`config.mk`:
```
export PLATFORM = sky130hd
export DESIGN_NAME = comparator_array_flat
export DESIGN_NICKNAME = d
export VERILOG_FILES = /design/src/rtl/comparator_array_pkg.sv /design/src/rtl/comparator_array_if.sv /design/src/rtl/comparator_array_channel.sv /design/src/rtl/comparator_array.sv /design/src/flat_wrapper.sv
export SDC_FILE = /design/constraint.sdc
export NUM_CORES = 1
export LEC_CHECK = 0
export BUFFER_PORTS_ARGS = -buffer_cell sky130_fd_sc_hd__buf_2
export CORE_UTILIZATION = 45
export DETAILED_ROUTE_END_ITERATION = 8
export MAX_ROUTING_LAYER = met4
export PLACE_DENSITY = 0.75
export SETUP_SLACK_MARGIN = 0.02
export SLEW_MARGIN = 20
export SYNTH_ARGS = -nofsm -noshare
export SYNTH_HDL_FRONTEND = slang
export SYNTH_HIERARCHICAL = 1
export SYNTH_SLANG_ARGS = --single-unit
export TNS_END_PERCENT = 30
```
`constraint.sdc`:
```
create_clock -name clk -period 2.3 [get_ports clk]
set_input_delay 0.115 -clock clk [delete_from_list [all_inputs] [get_ports clk]]
set_output_delay 0.115 -clock clk [all_outputs]
set_load 0.01 [all_outputs]
```
`src/rtl/comparator_array_pkg.sv`:
```
// comparator_array_pkg: shared FSM state encoding and default parameter values
package comparator_array_pkg;

    typedef enum logic [1:0] {
        ST_HIGH,
        ST_FALL_PEND,
        ST_LOW,
        ST_RISE_PEND
    } state_t;

    localparam int DEF_WIDTH    = 10;
    localparam int DEF_CHANNELS = 4;
    localparam int DEF_HYST     = 0;
    localparam int DEF_P_MAX    = 512;
    localparam int DEF_CNT_W    = 4;

endpackage

```
`src/rtl/comparator_array_if.sv`:
```
// comparator_array_if: per-channel enables, settle count, packed p/n codes and decisions
interface comparator_array_if
    import comparator_array_pkg::*;
#(
    parameter int WIDTH    = DEF_WIDTH,
    parameter int CHANNELS = DEF_CHANNELS,
    parameter int CNT_W    = DEF_CNT_W
);

    logic [CHANNELS-1:0]       en;
    logic [CNT_W-1:0]          settle_cycles;
    logic [CHANNELS*WIDTH-1:0] p_voltage_real;
    logic [CHANNELS*WIDTH-1:0] n_voltage_real;
    logic [CHANNELS-1:0]       out_digital;
    logic [CHANNELS-1:0]       out_valid;

    modport master (
        output en, settle_cycles, p_voltage_real, n_voltage_real,
        input  out_digital, out_valid
    );

    modport slave (
        input  en, settle_cycles, p_voltage_real, n_voltage_real,
        output out_digital, out_valid
    );

endinterface

```
`src/rtl/comparator_array_channel.sv`:
```
// comparator_channel: one comparator with hysteresis, P_MAX ceiling and settle-count debounce
module comparator_channel
    import comparator_array_pkg::*;
#(
    parameter int WIDTH = DEF_WIDTH,
    parameter int HYST  = DEF_HYST,
    parameter int P_MAX = DEF_P_MAX,
    parameter int CNT_W = DEF_CNT_W
) (
    input  logic             clk,
    input  logic             reset,
    input  logic             strobe,
    input  logic             en,
    input  logic [CNT_W-1:0] settle_cycles,
    input  logic [WIDTH-1:0] p,
    input  logic [WIDTH-1:0] n,
    output logic             out_digital,
    output logic             out_valid
);

    localparam int             PM_MAX = (2 ** (WIDTH + 1)) - 1;
    localparam int             PM     = (P_MAX > PM_MAX) ? PM_MAX : P_MAX;
    localparam logic [WIDTH:0] H      = (WIDTH + 1)'(HYST);
    localparam logic [WIDTH:0] PMX    = (WIDTH + 1)'(PM);

    state_t           state, state_d;
    logic [CNT_W-1:0] cnt, cnt_d;
    logic             commit;
    logic [WIDTH:0]   pe, ne;
    logic             fall_cond, rise_cond;
    logic             hi, pend, cond, done;

    // One extra bit keeps p+HYST and n+HYST from wrapping
    assign pe        = {1'b0, p};
    assign ne        = {1'b0, n};
    assign fall_cond = (p != '0) && (pe + H <= ne);
    assign rise_cond = (pe > ne + H) && (pe <= PMX);
    assign hi        = (state == ST_HIGH) || (state == ST_FALL_PEND);
    assign pend      = (state == ST_FALL_PEND) || (state == ST_RISE_PEND);
    assign cond      = hi ? fall_cond : rise_cond;
    // cnt is zero outside pend states, so this also covers settle_cycles==0 from HIGH/LOW
    assign done      = ({1'b0, cnt} + (CNT_W + 1)'(1)) > {1'b0, settle_cycles};
    assign out_digital = hi;

    // Next state: abort on lost condition, commit once the streak exceeds settle_cycles, else count
    always_comb begin
        state_d = state;
        cnt_d   = cnt;
        commit  = 1'b0;
        if (strobe && en) begin
            if (!cond) begin
                state_d = hi ? ST_HIGH : ST_LOW;
                cnt_d   = '0;
            end else if (done) begin
                state_d = hi ? ST_LOW : ST_HIGH;
                cnt_d   = '0;
                commit  = 1'b1;
            end else begin
                state_d = hi ? ST_FALL_PEND : ST_RISE_PEND;
                cnt_d   = (&cnt) ? cnt : cnt + CNT_W'(1);
            end
        end
        if (pend && !(strobe && en)) state_d = state;
    end

    // State, settle counter and the registered commit pulse
    always_ff @(posedge clk or negedge reset) begin
        if (!reset) begin
            state     <= ST_HIGH;
            cnt       <= '0;
            out_valid <= 1'b0;
        end else begin
            state     <= state_d;
            cnt       <= cnt_d;
            out_valid <= commit;
        end
    end

endmodule

```
`src/rtl/comparator_array.sv`:
```
// comparator_array: strobe-driven array of debounced comparators; SYS_CLK_SYNC_EN adds a 2-flop sys_clk synchronizer
module comparator_array
    import comparator_array_pkg::*;
#(
    parameter int WIDTH    = DEF_WIDTH,
    parameter int CHANNELS = DEF_CHANNELS,
    parameter int HYST     = DEF_HYST,
    parameter int P_MAX    = DEF_P_MAX,
    parameter int CNT_W    = DEF_CNT_W
) (
    input logic                clk,
    input logic                reset,
    input logic                sys_clk,
    comparator_array_if.slave  bus
);

    if (WIDTH < 2)                 begin : g_bad_width $error("WIDTH must be at least 2"); end
    if (CHANNELS < 1)              begin : g_bad_ch    $error("CHANNELS must be at least 1"); end
    if (HYST < 0 || HYST >= (1 << WIDTH)) begin : g_bad_hyst $error("HYST must be in [0, 2^WIDTH)"); end
    if (CNT_W < 1)                 begin : g_bad_cnt   $error("CNT_W must be at least 1"); end

    logic                sys_in, prev_sys_clk, strobe;
    logic [CHANNELS-1:0] od, ov;

`ifdef SYS_CLK_SYNC_EN
    logic [1:0] sys_sync;

    // Two-flop synchronizer for the asynchronous evaluation strobe source
    always_ff @(posedge clk or negedge reset) begin
        if (!reset) sys_sync <= '0;
        else        sys_sync <= {sys_sync[0], sys_clk};
    end

    assign sys_in = sys_sync[1];
`else
    assign sys_in = sys_clk;
`endif

    // Previous sys level for rising-edge detection
    always_ff @(posedge clk or negedge reset) begin
        if (!reset) prev_sys_clk <= 1'b0;
        else        prev_sys_clk <= sys_in;
    end

    assign strobe          = sys_in & ~prev_sys_clk;
    assign bus.out_digital = od;
    assign bus.out_valid   = ov;

    for (genvar g = 0; g < CHANNELS; g++) begin : g_ch
        comparator_channel #(
            .WIDTH (WIDTH),
            .HYST  (HYST),
            .P_MAX (P_MAX),
            .CNT_W (CNT_W)
        ) u_ch (
            .clk           (clk),
            .reset         (reset),
            .strobe        (strobe),
            .en            (bus.en[g]),
            .settle_cycles (bus.settle_cycles),
            .p             (bus.p_voltage_real[g*WIDTH +: WIDTH]),
            .n             (bus.n_voltage_real[g*WIDTH +: WIDTH]),
            .out_digital   (od[g]),
            .out_valid     (ov[g])
        );
    end

endmodule

```
`src/flat_wrapper.sv`:
```
// flat-port wrapper written by rule: the top's interface ports become plain ports
module comparator_array_flat import comparator_array_pkg::*;
#(
    parameter int WIDTH    = DEF_WIDTH,
    parameter int CHANNELS = DEF_CHANNELS,
    parameter int HYST     = DEF_HYST,
    parameter int P_MAX    = DEF_P_MAX,
    parameter int CNT_W    = DEF_CNT_W
)
  (clk, reset, sys_clk, bus_en, bus_settle_cycles, bus_p_voltage_real, bus_n_voltage_real, bus_out_digital, bus_out_valid);
  comparator_array_if #(.WIDTH(WIDTH), .CHANNELS(CHANNELS), .CNT_W(CNT_W)) bus_i ();
  input logic clk;
  input logic reset;
  input logic sys_clk;
  input wire logic [$bits(bus_i.en)-1:0] bus_en;
  input wire logic [$bits(bus_i.settle_cycles)-1:0] bus_settle_cycles;
  input wire logic [$bits(bus_i.p_voltage_real)-1:0] bus_p_voltage_real;
  input wire logic [$bits(bus_i.n_voltage_real)-1:0] bus_n_voltage_real;
  output wire logic [$bits(bus_i.out_digital)-1:0] bus_out_digital;
  output wire logic [$bits(bus_i.out_valid)-1:0] bus_out_valid;
  assign bus_i.en = bus_en;
  assign bus_i.settle_cycles = bus_settle_cycles;
  assign bus_i.p_voltage_real = bus_p_voltage_real;
  assign bus_i.n_voltage_real = bus_n_voltage_real;
  assign bus_out_digital = bus_i.out_digital;
  assign bus_out_valid = bus_i.out_valid;
  comparator_array #(.WIDTH(WIDTH), .CHANNELS(CHANNELS), .HYST(HYST), .P_MAX(P_MAX), .CNT_W(CNT_W)) u_core (.clk(clk), .reset(reset), .sys_clk(sys_clk), .bus(bus_i));
endmodule
```
-- Word level (Yosys, flattened, before mapping)
Cells that the tools add are included.
- flip-flop bits (word level): 29
- input bits: 91
- output and inout port bits: 8
- word-level logic and storage cells: 151
- $add $sub $neg: 8
- $lt $le $gt $ge: 16
- equality and inequality tests: 12
- multiplexer cells: 48
- bitwise operators: 6
- reductions and logical operators: 48
- operators with widths (cell ; number):
    two-way mux 4 bit ; 12
    greater-than comparator 10 bit ; 4
    <= comparator 10 bit ; 4
    <= comparator 10 bit (second input constant) ; 4
    two-way mux 2 bit ; 20
    nonzero test 10 bit ; 4
    adder 4 x 1 -> 5 bit (second input constant) ; 4
    greater-than comparator 5 x 4 -> 1 bit ; 4
    adder 4 x 1 -> 4 bit (second input constant) ; 4
    logical AND 1 bit ; 16
    two-way mux 1 bit ; 16
    AND reduction 2 bit ; 8
    AND reduction 4 bit ; 4
    inequality test 3 bit (second input constant) ; 4
    equality test 2 x 1 -> 1 bit (second input constant) ; 4
    equality test 2 bit (second input constant) ; 4
    logical NOT 2 bit ; 4
    logical OR 1 bit ; 8
    inverter 1 bit ; 5
    logical NOT 1 bit ; 4
    bitwise AND 1 bit ; 1

-- Longest topological paths before layout
- word-level depth: 7
- depth in mapped cells: 9
- gate-level depth less buffers: 9

-- Cells and area by module
Netlist, hierarchy kept.
- by module, submodules not included (module ; instances ; cells each ; area an instance (um2) ; seq. area each (um2)):
    comparator_channel at u_core.g_ch[1].u_ch ... ; 3 ; 94 ; 743.2 ; 150.1
    comparator_channel at u_core.g_ch[0].u_ch ; 1 ; 90 ; 737.0 ; 150.1
    comparator_array ; 1 ; 2 ; 38.8 ; 25.0

-- Least setup slack after synthesis
OpenSTA, ideal clock, no wires.
- kind: register to register
- from: register u_core.g_ch[0].u_ch.cnt[0]
- to: register u_core.g_ch[0].u_ch.state[1]
- setup time: 0.126 ns
- data arrival time: 2.120 ns
- required time: 2.174 ns
- setup slack: 0.054 ns
- cell stages (with the launch flop): 10
- path buffers: 0
- clock period less this slack: 2.246 ns
- cells stage by stage: dfrtp_1 -> ha_1 -> xor2_1 -> ha_1 -> o21ai_0 -> a21oi_1 -> o21ai_0 -> a221oi_1 -> o21a_1 -> a221o_1
- longest elaborated chain between the ends: 4
- ends and longest elaborated chain (element ; RTL line ; RTL):
    start: declaration ; comparator_array_channel.sv:27 ; logic [CNT_W-1:0] cnt, cnt_d;
    start signal: assignment ; comparator_array_channel.sv:74 ; cnt <= cnt_d;
    adder 4 x 1 -> 5 bit ; comparator_array_channel.sv:42 ; assign done = ({1'b0, cnt} + (CNT_W + 1)'(1)) > {1'b0, settle_cycles};
    greater-than comparator 5 x 4 -> 1 bit ; comparator_array_channel.sv:42 ;
    two-way mux 2 bit ; comparator_array_channel.sv:54 ; end else if (done) begin
    two-way mux 2 bit ; comparator_array_channel.sv:51 ; if (!cond) begin
    end signal: assignment ; comparator_array_channel.sv:73 ; state <= state_d;
    end: declaration ; comparator_array_channel.sv:26 ; state_t state, state_d;
No other way between the ends.
A chain may end at the register's enable or synchronous reset.

-- Final worst setup path
- from: register u_core.g_ch[0].u_ch.cnt[1]
- to: register u_core.g_ch[0].u_ch.state[1]
Same word-level chain as after synthesis.

==> results.sh <==
export IMPL_final_nets=635
export IMPL_io_buffers=98
export IMPL_period_needed_ns=2.180
export IMPL_core_area_um2=6386
export IMPL_ys_flop_type="dfrtp_1"
export IMPL_rows=29
export IMPL_synth_nets=525
export IMPL_worstPathRequired_ns=2.46
export IMPL_rsz0062_at_grt="yes"
export IMPL_finalPower_mw=1.482
export IMPL_clk_path_buf_depth=2
export IMPL_layout_common_cells="buf_2 (98), inv_1 (65), ha_1 (59)"
export IMPL_grtUsageMet3_pct=1.286
export IMPL_antenna_found_initial=0
export IMPL_arrival_ns=2.34
export IMPL_layout_commonest_cell="buf_2"
export IMPL_drt_iter0_markers=112
export IMPL_clkPwrFrac_pct=17.9
export IMPL_syn_avg_cell_area_um2=8.036
export IMPL_busiest_layer="met2"
export IMPL_wire_per_inst_um=12.40
export IMPL_synth_edff_count=0
export IMPL_fmax_mhz=458.7
export IMPL_p_comb_share_pct=45.6
export IMPL_drc_errors=0
export IMPL_synth_cells=374
export IMPL_dieArea_um2=7009
export IMPL_ir_worst_vdd_uv=245.6
export IMPL_status="finished clean"
export IMPL_htree_levels=1
export IMPL_grt_pass1_vias=2887
export IMPL_synth_seq_cells=25
export IMPL_nFillCells=619
export IMPL_antennaDiodeCount=0
export IMPL_dpl_hpwl_um=5735
export IMPL_final_max_slew_viol_count=0
export IMPL_ant_nets=0
export IMPL_path_clk_slew_ns=0.09
export IMPL_clock_skew_ns=0.002392
export IMPL_numClockSinks=25
export IMPL_worst_slack_ns=0.1198
export IMPL_power_leakage_nw=2.084
export IMPL_vias_per_cell=5.507
export IMPL_cp_max_fo=4
export IMPL_met1_usage_pct=24.97
export IMPL_vias=3084
export IMPL_worstSetupEndpointType="register"
export IMPL_grt_max_degree=26
export IMPL_place_ws_ns=-0.07214
export IMPL_met2_usage_pct=37.25
export IMPL_synthToLayoutAreaGrowth_pct=25.31
export IMPL_slew_headroom_pct=61.87
export IMPL_syn_area_um2=3005
export IMPL_grt_first_pass_wirelength_um=11940
export IMPL_ys_seq_area_share_pct=20.82
export IMPL_routabilityCongestion=0.7995
export IMPL_worst_pin_slew_ns=0.5720
export IMPL_synth_cell_types=41
export IMPL_hold_viol=0
export IMPL_hold_path_class="in -> reg"
export IMPL_start_util_pct=47.06
export IMPL_clk_latency_ns=0.27
export IMPL_start_kind="register"
export IMPL_numCtsBuffers=3
export IMPL_switchingPower_mw=0.5688
export IMPL_path_cells="ha_1 > xor2_1 > ha_1 > o21ai_0 > a21oi_1 > o21ai_2 > a221oi_1 > o21a_1 > a221o_1"
export IMPL_p_seq_share_pct=36.5
export IMPL_sw_frac_of_total_pct=38.38
export IMPL_ios=99
export IMPL_final_util_pct=58.97
export IMPL_critPathKind="reg -> reg"
export IMPL_post_route_period_util_pct=94.79
export IMPL_routed_wl_um=6946
export IMPL_tritoncts="built"
export IMPL_grt_use_total_pct=20.41
export IMPL_gr_total_overflow=0
export IMPL_power_density_nw_per_um2=393.6
export IMPL_ys_warn_count=6
export IMPL_crit_path_frequent_cell="ha_1"
export IMPL_critPathMaxStageDelay_ns=0.42
export IMPL_drive_gt1_share_pct=28.57
export IMPL_async_reset_ff_share_pct=100.0
export IMPL_crit_slowest_cell="dfrtp_1"
export IMPL_drt_first_pass_iters=4
export IMPL_die_width_um=83.72
export IMPL_setup_viol=0
export IMPL_die_y_um=83.72
export IMPL_p_int_mw=0.9134
export IMPL_maxCapViolCount=0
export IMPL_root_buffer="clkbuf_8"
-- stage by stage --
step                hold slack (ns)  instance area (um^2)  setup TNS [ns]  std cells
floorplan                   -0.1806                  3005               0        374
global placement             0.1444                  3611        -0.01021        550
detailed placement           0.1451                  3611        -0.09122        550
CTS                          0.1033                  3677               0        556
global route                 0.1269                  3766        -0.01015        560
finish                       0.1084                  3766               0        560
-- critical path: cells and delay by family (launching register included) --
family / cells / cell delay [ns]
compound gates: 6 / 0.99
xor+xnor: 1 / 0.15
fa+ha+maj: 2 / 0.51
flops: 1 / 0.42
-- final timing paths --
check | start | end | slack [ns] | cells after the start
max in group asynchronous | reset | u_core/g_ch[1].u_ch/cnt[2]$_DFFE_PN0P_ | 1.52 | 2
min reg2reg | u_core/g_ch[1].u_ch/cnt[3]$_DFFE_PN0P_ | u_core/g_ch[1].u_ch/cnt[3]$_DFFE_PN0P_ | 0.53 | 2
min in group asynchronous | reset | u_core/g_ch[0].u_ch/state[1]$_DFFE_PN0P_ | 0.37 | 2
max reg2reg | u_core/g_ch[0].u_ch/cnt[1]$_DFFE_PN0P_ | u_core/g_ch[0].u_ch/state[1]$_DFFE_PN0P_ | 0.12 | 9
min | bus_en[2] | u_core/g_ch[2].u_ch/cnt[3]$_DFFE_PN0P_ | 0.11 | 3
max | u_core/g_ch[0].u_ch/cnt[1]$_DFFE_PN0P_ | u_core/g_ch[0].u_ch/state[1]$_DFFE_PN0P_ | 0.12 | 9
-- power by group through the flow --
stage | clock [mW] | sequential, mW | combinational, mW
floorplan | 0 | 0.536 | 0.400
global placement | 0 | 0.546 | 0.586
detailed placement | 0 | 0.548 | 0.617
CTS | 0.270 | 0.540 | 0.626
global route | 0.284 | 0.551 | 0.764
finish | 0.265 | 0.540 | 0.676
-- flip-flops by register name, indices dropped and copies added, names as in the netlist --
| register | flops |
|---|---|
| u_core/g_ch.u_ch/state | 4 |
| u_core/g_ch.u_ch/cnt | 16 |
| u_core/prev_sys_clk | 1 |
| u_core/g_ch.u_ch/out_valid | 4 |
-- cells in the mapped netlist, types with 4 or more instances --
cell | instances | area (um^2)
o211ai_1 | 6 | 45.04
o21ai_0 | 11 | 55.05
a211oi_2 | 7 | 87.58
nor3_1 | 7 | 35.03
o31ai_1 | 9 | 67.56
ha_1 | 60 | 750.7
a31oi_1 | 8 | 50.05
nor4_1 | 4 | 25.02
a21o_1 | 4 | 30.03
a21oi_1 | 13 | 65.06
xor2_1 | 4 | 35.03
nor2_1 | 20 | 75.07
xnor2_1 | 4 | 35.03
nand3_1 | 21 | 105.1
nand2b_1 | 4 | 25.02
o21ai_1 | 9 | 45.04
a221oi_1 | 5 | 43.79
o211a_1 | 4 | 40.04
dfrtp_1 | 25 | 625.6
nand4_1 | 13 | 81.33
nand2_1 | 33 | 123.9
inv_1 | 65 | 244.0
a2111o_1 | 4 | 45.04
-- layer usage --
layer	part of all wire, %	wire, um
met2	51	3538
met1	45	3114
met4	0.45	31
met3	3.8	262
met5	0	0
-- kinds of logic (layout without fill, tap and decap cells) --
family | count (synthesis) | in the layout | share of synthesized area, %
xor gates and xnor gates | 8 | 8 | 2.331
and+or+nand+nor | 121 | 121 | 20.69
adders and majority gates | 60 | 60 | 24.98
AOI/OAI and AO/OA | 92 | 92 | 22.69
buffers and inverters | 68 | 177 | 8.493
DFF | 25 | 25 | 20.82
-- layout make-up --
class                           count  area (um^2)  area share, %
Clock buffer                        3        41.29          1.096
Clock inverter                      1        5.005         0.1329
Inverter                           65        244.0          6.478
Multi-Input combinational cell    281         2181          57.91
Sequential cell                    25        628.1          16.68
Tap cell                           77        96.34          2.558
Timing Repair Buffer              108        570.5          15.15
-- repair_timing --
item                       4_1_cts  5_1_grt
hold buffers                     2        0
hold endpoints to repair        26        0
setup endpoints to repair        3       11
buffers inserted                 0        4
pin swaps                        0        1
resized for setup                1       14
Note: power is estimated with default switching activity, not from simulation.
